## src/rtl/sensor_timer_pkg.sv

```systemverilog
// Shared types and constants for the sensor_timer block (S1->S2 interval timer).
package sensor_timer_pkg;

    typedef enum logic {IDLE, MEASURE} state_t;

    localparam int unsigned TIME_W   = 19;
    localparam int unsigned MS_PER_S = 1000;

endpackage

```

## src/rtl/sensor_timer_sensor_conditioner.sv

```systemverilog
// Per-sensor front end: 2-flop synchronizer, debounce filter (SENSOR_TIMER_DEBOUNCE_EN),
// and a registered rising-edge detector producing a one-cycle pulse.
module sensor_conditioner #(
    parameter int unsigned DEB_CYCLES = 16
) (
    input  logic clk,
    input  logic rst_n,
    input  logic raw,
    output logic level,
    output logic rise
);

    logic meta;
    logic sync;
    logic level_d;

    always_ff @(posedge clk or negedge rst_n) begin
        if (!rst_n) begin
            meta <= 1'b0;
            sync <= 1'b0;
        end else begin
            meta <= raw;
            sync <= meta;
        end
    end

`ifdef SENSOR_TIMER_DEBOUNCE_EN
    localparam int unsigned CNT_W = (DEB_CYCLES > 1) ? $clog2(DEB_CYCLES) : 1;
    localparam logic [CNT_W-1:0] CNT_LAST = CNT_W'(DEB_CYCLES - 1);

    logic [CNT_W-1:0] stable_cnt;
    logic             filt;

    // Count cycles the synchronized value has differed from the filtered level;
    // any return to the filtered level restarts the count.
    always_ff @(posedge clk or negedge rst_n) begin
        if (!rst_n) begin
            filt       <= 1'b0;
            stable_cnt <= '0;
        end else if (sync == filt) begin
            stable_cnt <= '0;
        end else if (stable_cnt == CNT_LAST) begin
            filt       <= sync;
            stable_cnt <= '0;
        end else begin
            stable_cnt <= stable_cnt + 1'b1;
        end
    end

    assign level = filt;
`else
    // DEB_CYCLES has no role without the filter.
    logic unused_deb;
    assign unused_deb = |DEB_CYCLES;
    assign level      = sync;
`endif

    always_ff @(posedge clk or negedge rst_n) begin
        if (!rst_n) begin
            level_d <= 1'b0;
            rise    <= 1'b0;
        end else begin
            level_d <= level;
            rise    <= level & ~level_d;
        end
    end

endmodule

```

## src/rtl/sensor_timer.sv

```systemverilog
// Millisecond interval timer between S1 and S2 rising edges; never reports zero.
// Sensor debounce is enabled by defining SENSOR_TIMER_DEBOUNCE_EN.
module sensor_timer #(
    parameter int unsigned CLK_HZ     = 50_000_000,
    parameter int unsigned TIME_W     = sensor_timer_pkg::TIME_W,
    parameter int unsigned TIMEOUT_MS = 500_000,
    parameter int unsigned DEB_CYCLES = 16
) (
    input  logic              clk,
    input  logic              rst_n,
    input  logic              s1_in,
    input  logic              s2_in,
    output logic [TIME_W-1:0] time_out,
    output logic              time_valid,
    output logic              timeout,
    output logic              busy
);

    import sensor_timer_pkg::*;

    localparam int unsigned TICK_DIV = CLK_HZ / MS_PER_S;
    localparam int unsigned PRE_W    = (TICK_DIV > 1) ? $clog2(TICK_DIV) : 1;
    localparam logic [PRE_W-1:0]  PRE_LAST = PRE_W'(TICK_DIV - 1);
    localparam logic [TIME_W-1:0] MS_LIMIT = TIME_W'(TIMEOUT_MS);

    logic e1;
    logic e2;
    logic unused_s1_level;
    logic unused_s2_level;

    sensor_conditioner #(.DEB_CYCLES(DEB_CYCLES)) u_s1 (
        .clk   (clk),
        .rst_n (rst_n),
        .raw   (s1_in),
        .level (unused_s1_level),
        .rise  (e1)
    );

    sensor_conditioner #(.DEB_CYCLES(DEB_CYCLES)) u_s2 (
        .clk   (clk),
        .rst_n (rst_n),
        .raw   (s2_in),
        .level (unused_s2_level),
        .rise  (e2)
    );

    state_t            state;
    state_t            state_n;
    logic [PRE_W-1:0]  pre;
    logic [PRE_W-1:0]  pre_n;
    logic [TIME_W-1:0] ms_count;
    logic [TIME_W-1:0] ms_n;
    logic [TIME_W-1:0] ms_now;
    logic [TIME_W-1:0] time_out_n;
    logic              valid_n;
    logic              timeout_n;
    logic              tick;

    always_comb begin
        state_n    = state;
        pre_n      = pre;
        ms_n       = ms_count;
        time_out_n = time_out;
        valid_n    = 1'b0;
        timeout_n  = 1'b0;
        tick       = (pre == PRE_LAST);
        // ms_now includes a tick landing on this edge, so the reported value
        // is the whole ms elapsed from MEASURE entry up to the deciding edge.
        ms_now     = (tick && (ms_count != MS_LIMIT)) ? ms_count + 1'b1 : ms_count;

        unique case (state)
            IDLE: begin
                if (e1) begin
                    pre_n   = '0;
                    ms_n    = '0;
                    state_n = MEASURE;
                end
            end
            MEASURE: begin
                pre_n = tick ? '0 : pre + 1'b1;
                ms_n  = ms_now;
                if (e2) begin
                    time_out_n = (ms_now == '0) ? TIME_W'(1) : ms_now;
                    valid_n    = 1'b1;
                    state_n    = IDLE;
                end else if (ms_now == MS_LIMIT) begin
                    timeout_n = 1'b1;
                    state_n   = IDLE;
                end
            end
        endcase
    end

    always_ff @(posedge clk or negedge rst_n) begin
        if (!rst_n) begin
            state      <= IDLE;
            pre        <= '0;
            ms_count   <= '0;
            time_out   <= '0;
            time_valid <= 1'b0;
            timeout    <= 1'b0;
        end else begin
            state      <= state_n;
            pre        <= pre_n;
            ms_count   <= ms_n;
            time_out   <= time_out_n;
            time_valid <= valid_n;
            timeout    <= timeout_n;
        end
    end

    assign busy = (state == MEASURE);

endmodule

```

## config.mk

```make
export PLATFORM = sky130hd
export DESIGN_NAME = sensor_timer
export DESIGN_NICKNAME = d
export VERILOG_FILES = /design/src/rtl/sensor_timer_pkg.sv /design/src/rtl/sensor_timer_sensor_conditioner.sv /design/src/rtl/sensor_timer.sv
export SDC_FILE = /design/constraint.sdc
export NUM_CORES = 1
export LEC_CHECK = 0
export CORE_MARGIN = 10
export CORE_UTILIZATION = 57
export CTS_CLUSTER_SIZE = 20
export DETAILED_ROUTE_END_ITERATION = 6
export PLACE_DENSITY_LB_ADDON = 0.2
export SLEW_MARGIN = 10
export SYNTH_ARGS = -nofsm -noshare
export SYNTH_HDL_FRONTEND = slang
export SYNTH_SLANG_ARGS = --single-unit
```

## constraint.sdc

```tcl
create_clock -name clk -period 6.6 [get_ports clk]
set_clock_uncertainty 0.1 [all_clocks]
set_input_delay 1.32 -clock clk [delete_from_list [all_inputs] [get_ports clk]]
set_output_delay 1.32 -clock clk [all_outputs]
set_load 0.01 [all_outputs]
```

## Word level (Yosys, flattened, before mapping)

Index checks and enable logic that the tools add are counted.

| operators by class | value |
|---|---|
| add/sub/neg operators | 2 |
| equality and inequality tests | 4 |
| mux-type cells | 16 |
| bitwise operators | 5 |
| reductions and logical operators | 3 |

Operators with widths:

| operator | number |
|---|---|
| 19-bit 2-to-1 mux | 3 |
| 19-bit one-hot mux with 2 select lines | 1 |
| 16-bit 2-to-1 mux | 2 |
| 16-bit one-hot mux with 2 select lines | 1 |
| 19-bit by 1-bit adder with 19-bit output, second input constant | 1 |
| 19-bit == test, second input constant | 1 |
| 19-bit zero test | 1 |
| 19-bit inequality test, second input constant | 1 |
| 16-bit by 1-bit adder with 16-bit output, second input constant | 1 |
| 16-bit == test, second input constant | 1 |
| 1-bit 2-to-1 mux | 8 |
| 1-bit inverter | 3 |
| 1-bit AND | 2 |
| 2-bit by 1-bit inequality test with 1-bit output, second input constant | 1 |
| 1-bit one-hot mux with 2 select lines | 1 |
| 2-bit AND reduction | 1 |
| 1-bit logical AND | 1 |

| storage, ports and cells | value |
|---|---|
| bits in registers | 65 |
| input port bits | 4 |
| output and inout port bits | 22 |
| word-level logic and storage cells | 44 |

## Depth between registers and ports, before layout

| logic depth | value |
|---|---|
| word-level depth | 7 |
| mapped depth | 9 |
| mapped depth without buffers | 8 |

## Modules after synthesis

Synthesis repeated with hierarchy kept, for this count alone.

| unflattened totals | value |
|---|---|
| cell total of the unflattened synthesis | 318 |
| area, all modules | 3300.7 um2 |

Modules (own cells, without submodules):

| module | instances | cells each | area each (um2) | seq. area each (um2) |
|---|---|---|---|---|
| sensor_timer | 1 | 308 | 3072.9 | 1426.4 |
| sensor_conditioner | 2 | 5 | 113.9 | 100.1 |

## Worst setup path after synthesis

No wires, ideal clock.

| timing | value |
|---|---|
| path kind | register to register |
| from | register pre[11] |
| to | register time_out[0] |
| setup time | 103 ps |
| arrival time | 3009 ps |
| required time | 6397 ps |
| slack | 3387 ps |
| stages on the path, launching flop included | 9 |
| path buffers | 1 |
| clock period less this slack | 3213 ps |
| cell sequence | dfrtp_1 > or4b_4 > or4_4 > buf_6 > or4_4 > or3b_1 > a22oi_2 > nand3_2 > o41ai_2 |

| between the ends | value |
|---|---|
| cells in the longest elaborated chain, start to end | 5 |

Ends and longest elaborated chain:

| element | line | source |
|---|---|---|
| start, declared | sensor_timer.sv:49 | `logic [PRE_W-1:0] pre;` |
| start signal, assigned | sensor_timer.sv:104 | `pre <= pre_n;` |
| 16-bit == test * | sensor_timer.sv:66 | `tick = (pre == PRE_LAST);` |
| 1-bit logical AND * | sensor_timer.sv:69 | `ms_now = (tick && (ms_count != MS_LIMIT)) ? ms_count + 1'b1 : ms_count;` |
| 19-bit 2-to-1 mux * | sensor_timer.sv:69 |  |
| 19-bit zero test | sensor_timer.sv:83 | `time_out_n = (ms_now == '0) ? TIME_W'(1) : ms_now;` |
| 19-bit 2-to-1 mux * | sensor_timer.sv:83 |  |
| end signal, assigned | sensor_timer.sv:106 | `time_out <= time_out_n;` |
| end, declared | sensor_timer.sv:13 | `output logic [TIME_W-1:0] time_out,` |

Every way passes the cells marked *; elsewhere a longest branch is shown, timed or not.
A chain may end at the register's enable or synchronous reset.

## Worst setup path in the final report

| timing | value |
|---|---|
| from | register pre[11] |
| to | register state, in the netlist busy |

| between the ends | value |
|---|---|
| cells in the longest elaborated chain, start to end | 7 |

Ends and longest elaborated chain:

| element | line | source |
|---|---|---|
| 16-bit == test | sensor_timer.sv:66 |  |
| 1-bit logical AND | sensor_timer.sv:69 |  |
| 19-bit 2-to-1 mux | sensor_timer.sv:69 |  |
| 19-bit == test | sensor_timer.sv:86 | `end else if (ms_now == MS_LIMIT) begin` |
| 1-bit 2-to-1 mux | sensor_timer.sv:86 |  |
| 1-bit 2-to-1 mux | sensor_timer.sv:82 | `if (e2) begin` |
| 1-bit one-hot mux with 2 select lines | sensor_timer.sv:71 | `unique case (state)` |
| via state_n | sensor_timer.sv:48 | `state_t state_n;` |
| end signal, assigned | sensor_timer.sv:103 | `state <= state_n;` |
| end, declared | sensor_timer.sv:47 | `state_t state;` |

The timed path passes the listed nets, and every way through them passes these cells.

==> qor.yml <==
yosysTopAreaCell: "dfrtp_1"
worstPathRequired_ns: 6.74
layout_min_cycle_time_ns: 3.50
finalCritPeriodShare_pct: 53.0
vias: 2674
async_reset_ff_share_pct: 100
p_comb_share_pct: 9.7
fmax_mhz: 286
worstRegToRegCells: 7
drt_first_iter_violations: 164
cp-end-kind: "flip-flop"
die_y_um: 96.6
root_buffer: "clkbuf_8"
whs_endpoint: "u_s2.level"
ys_seq_area_share_pct: 48.7
critPathArrivalTime_ns: 3.64
cts_tree: "done"
switching_share_pct: 25.7
setup-tns-final_ns: 0
diodes: 0
clock_latency_ns: 0.35
first_pass_iters: 4
synth_edf_count: 0
dieArea_um2: 9330
maxCapViolations: 0
clockBufferDepth: 2
max-slew-margin-rel_pct: 35.4
r2r_end: "busy"
yosysMostFrequentCell: "nand2_1"
cts.htree.levels: 3
path_max_fanout: 7
crit-reg2reg-launch: "pre[11]"
ys_types: 53
hold_start: "u_s2.meta"
pwr_density_cell_nw_per_um2: 239
clkTransAtPathRegs_ns: 0.07
drc_errors: 0
die_w_um: 96.6
crit_type: "reg -> reg"
synth_nets: 364
ff2ff_setup_slack_ns: 3.10
power_uw: 916
track_usage_pct: 17.1
cts_buffers: 9
power.switching_uw: 235
seqPwrFrac_pct: 48.1
whs_path_depth: 0
synth.ff_latch_count: 65
routed_wl_um: 7670
grt_pass1_vias: 2495
crit_path_start_kind: "flip-flop"
rsz0062_at_grt: "false"
antenna_found_initial: 0
worstMarginPinSlew_ns: 0.961
finalHoldViolCount: 0
postCtsSetupBuffers: 0
synth_ff_type: "dfrtp_1"
yosysWarnings: 0
avgViaCountPerCell: 5.89
grt-ovfl-total: 0
core_area_um2: 5610
num-nets-final: 385
grt_pass1_wl_um: 12400
ant_nets: 0
leakagePower_nw: 1.70
synth_area_per_cell_um2: 9.36
nFillCells: 441
synthTopCellsByCount: "nand2_1 (70), dfrtp_1 (65), o21ai_0 (37)"
area_growth_pct: 14.6
post_cts_resized: 0
hp-class: "reg -> reg"
syn_inst: 357
synth_area_um2: 3340
io_buffers: 25
yosysTopAreaCellShare_pct: 48.7
place_congestion: 0.916
post_drt_wl_per_cell_um: 16.9
ir_drop_mv: 0.171
status: "completed"
drv_slew: 0
internal_power_uw: 681
clock-sinks: 65
ios: 26
setup_violations: 0
post-dp-hpwl_um: 5270
start_util_pct: 59.6
rows: 27
p_clk_share_pct: 42.2
drive_above_1_share_pct: 9.16
grt_start_max_net_pins: 66
synthTopCellsByArea: "dfrtp_1 (49%), nand2_1 (7.9%), o21ai_0 (5.5%)"
cts_hold_buf: 0
[per-layer routing]
metal	share of wire, %	vias to the layer above	GRT usage, %
met2	47	70	27.5
met4	1.8	0	6.30
met3	5.9	12	4.86
met1	45	1298	21.3
li1	-	1294	-
met5	0	-	0
[cells in the final DEF, fill, tap and decap left out, types with 3 or more instances in the layout]
cell type / instances
buf_4: 3
nor4bb_1: 3
a21oi_1: 6
ha_1: 3
and2_1: 3
inv_1: 9
xor2_1: 10
nand3_1: 9
nor3_1: 4
nor2_1: 25
nand4_1: 11
dfrtp_1: 65
clkdlybuf4s50_1: 24
clkbuf_8: 11
o21ai_0: 37
nand4b_1: 5
nor4_1: 3
nand2_1: 70
or3_1: 4
xnor2_1: 12
and3_1: 9
a22o_1: 11
[per-stage QoR]
stage	utilization [%]	std cells	hold WS (ns)	instance area, um2	worst slack, ns
2_1_floorplan	-	357	0.231	3340	3.39
3_3_place_gp	64.3	439	0.235	3600	3.23
3_5_place_dp	64.3	439	0.239	3600	3.18
4_1_cts	68.3	454	0.255	3830	3.16
5_1_grt	68.3	454	0.272	3830	2.88
6_report	68.3	454	0.254	3830	3.10
[registers in the layout (all words and copies together), names as in the netlist]
register / cells
ms_count: 19
u_s1.level: 1
u_s1.meta: 1
pre: 16
u_s2.level: 1
u_s2.rise: 1
time_valid: 1
timeout: 1
u_s1.rise: 1
u_s2.level_d: 1
time_out: 19
u_s1.level_d: 1
busy: 1
u_s2.meta: 1
[power groups by stage]
stage / logic [mW] / clock network (mW) / registers [mW]
floorplan: 0.0580 / 0 / 0.439
global placement: 0.0870 / 0 / 0.446
detailed placement: 0.0881 / 0 / 0.447
CTS: 0.0895 / 0.391 / 0.440
global route: 0.0977 / 0.407 / 0.443
finish: 0.0886 / 0.386 / 0.441
[cell type report]
| cell class | instances | area, um2 | share of cell area, % |
|---|---|---|---|
| clock buffers | 11 | 151 | 3.95 |
| multi-input cells | 264 | 1580 | 41.3 |
| inverters | 10 | 37.5 | 0.979 |
| clock inverters | 4 | 76.3 | 1.99 |
| repair buffers | 28 | 268 | 6.99 |
| flip-flops and latches | 65 | 1630 | 42.4 |
| well taps | 72 | 90.1 | 2.35 |
[worst max path at each step]
stage                       start           to  cells past startpoint
after global placement    pre[11]         busy                      7
after global routing      pre[11]  time_out[0]                      7
after CTS                 pre[11]         busy                      7
after floorplan           pre[11]  time_out[0]                      8
final                     pre[11]         busy                      7
after detailed placement  pre[11]         busy                      7
[worst max-delay path: stages, from the launching register on]
cell and delay, ns:
dfrtp_1 0.44, or4b_4 0.58, nor4_1 0.85, nand4b_1 0.21, xor2_1 0.25, or4b_1 0.46
or3_1 0.32, o21a_1 0.18
[logic make-up after synthesis]
family | synth area share (%)
compound gates | 12.4
xor+xnor | 5.76
fa+ha+maj | 1.12
buf+inv | 4.00
flops | 48.7
mux | 1.27
simple gates | 26.8
Note: power is estimated with default switching activity, not from simulation.
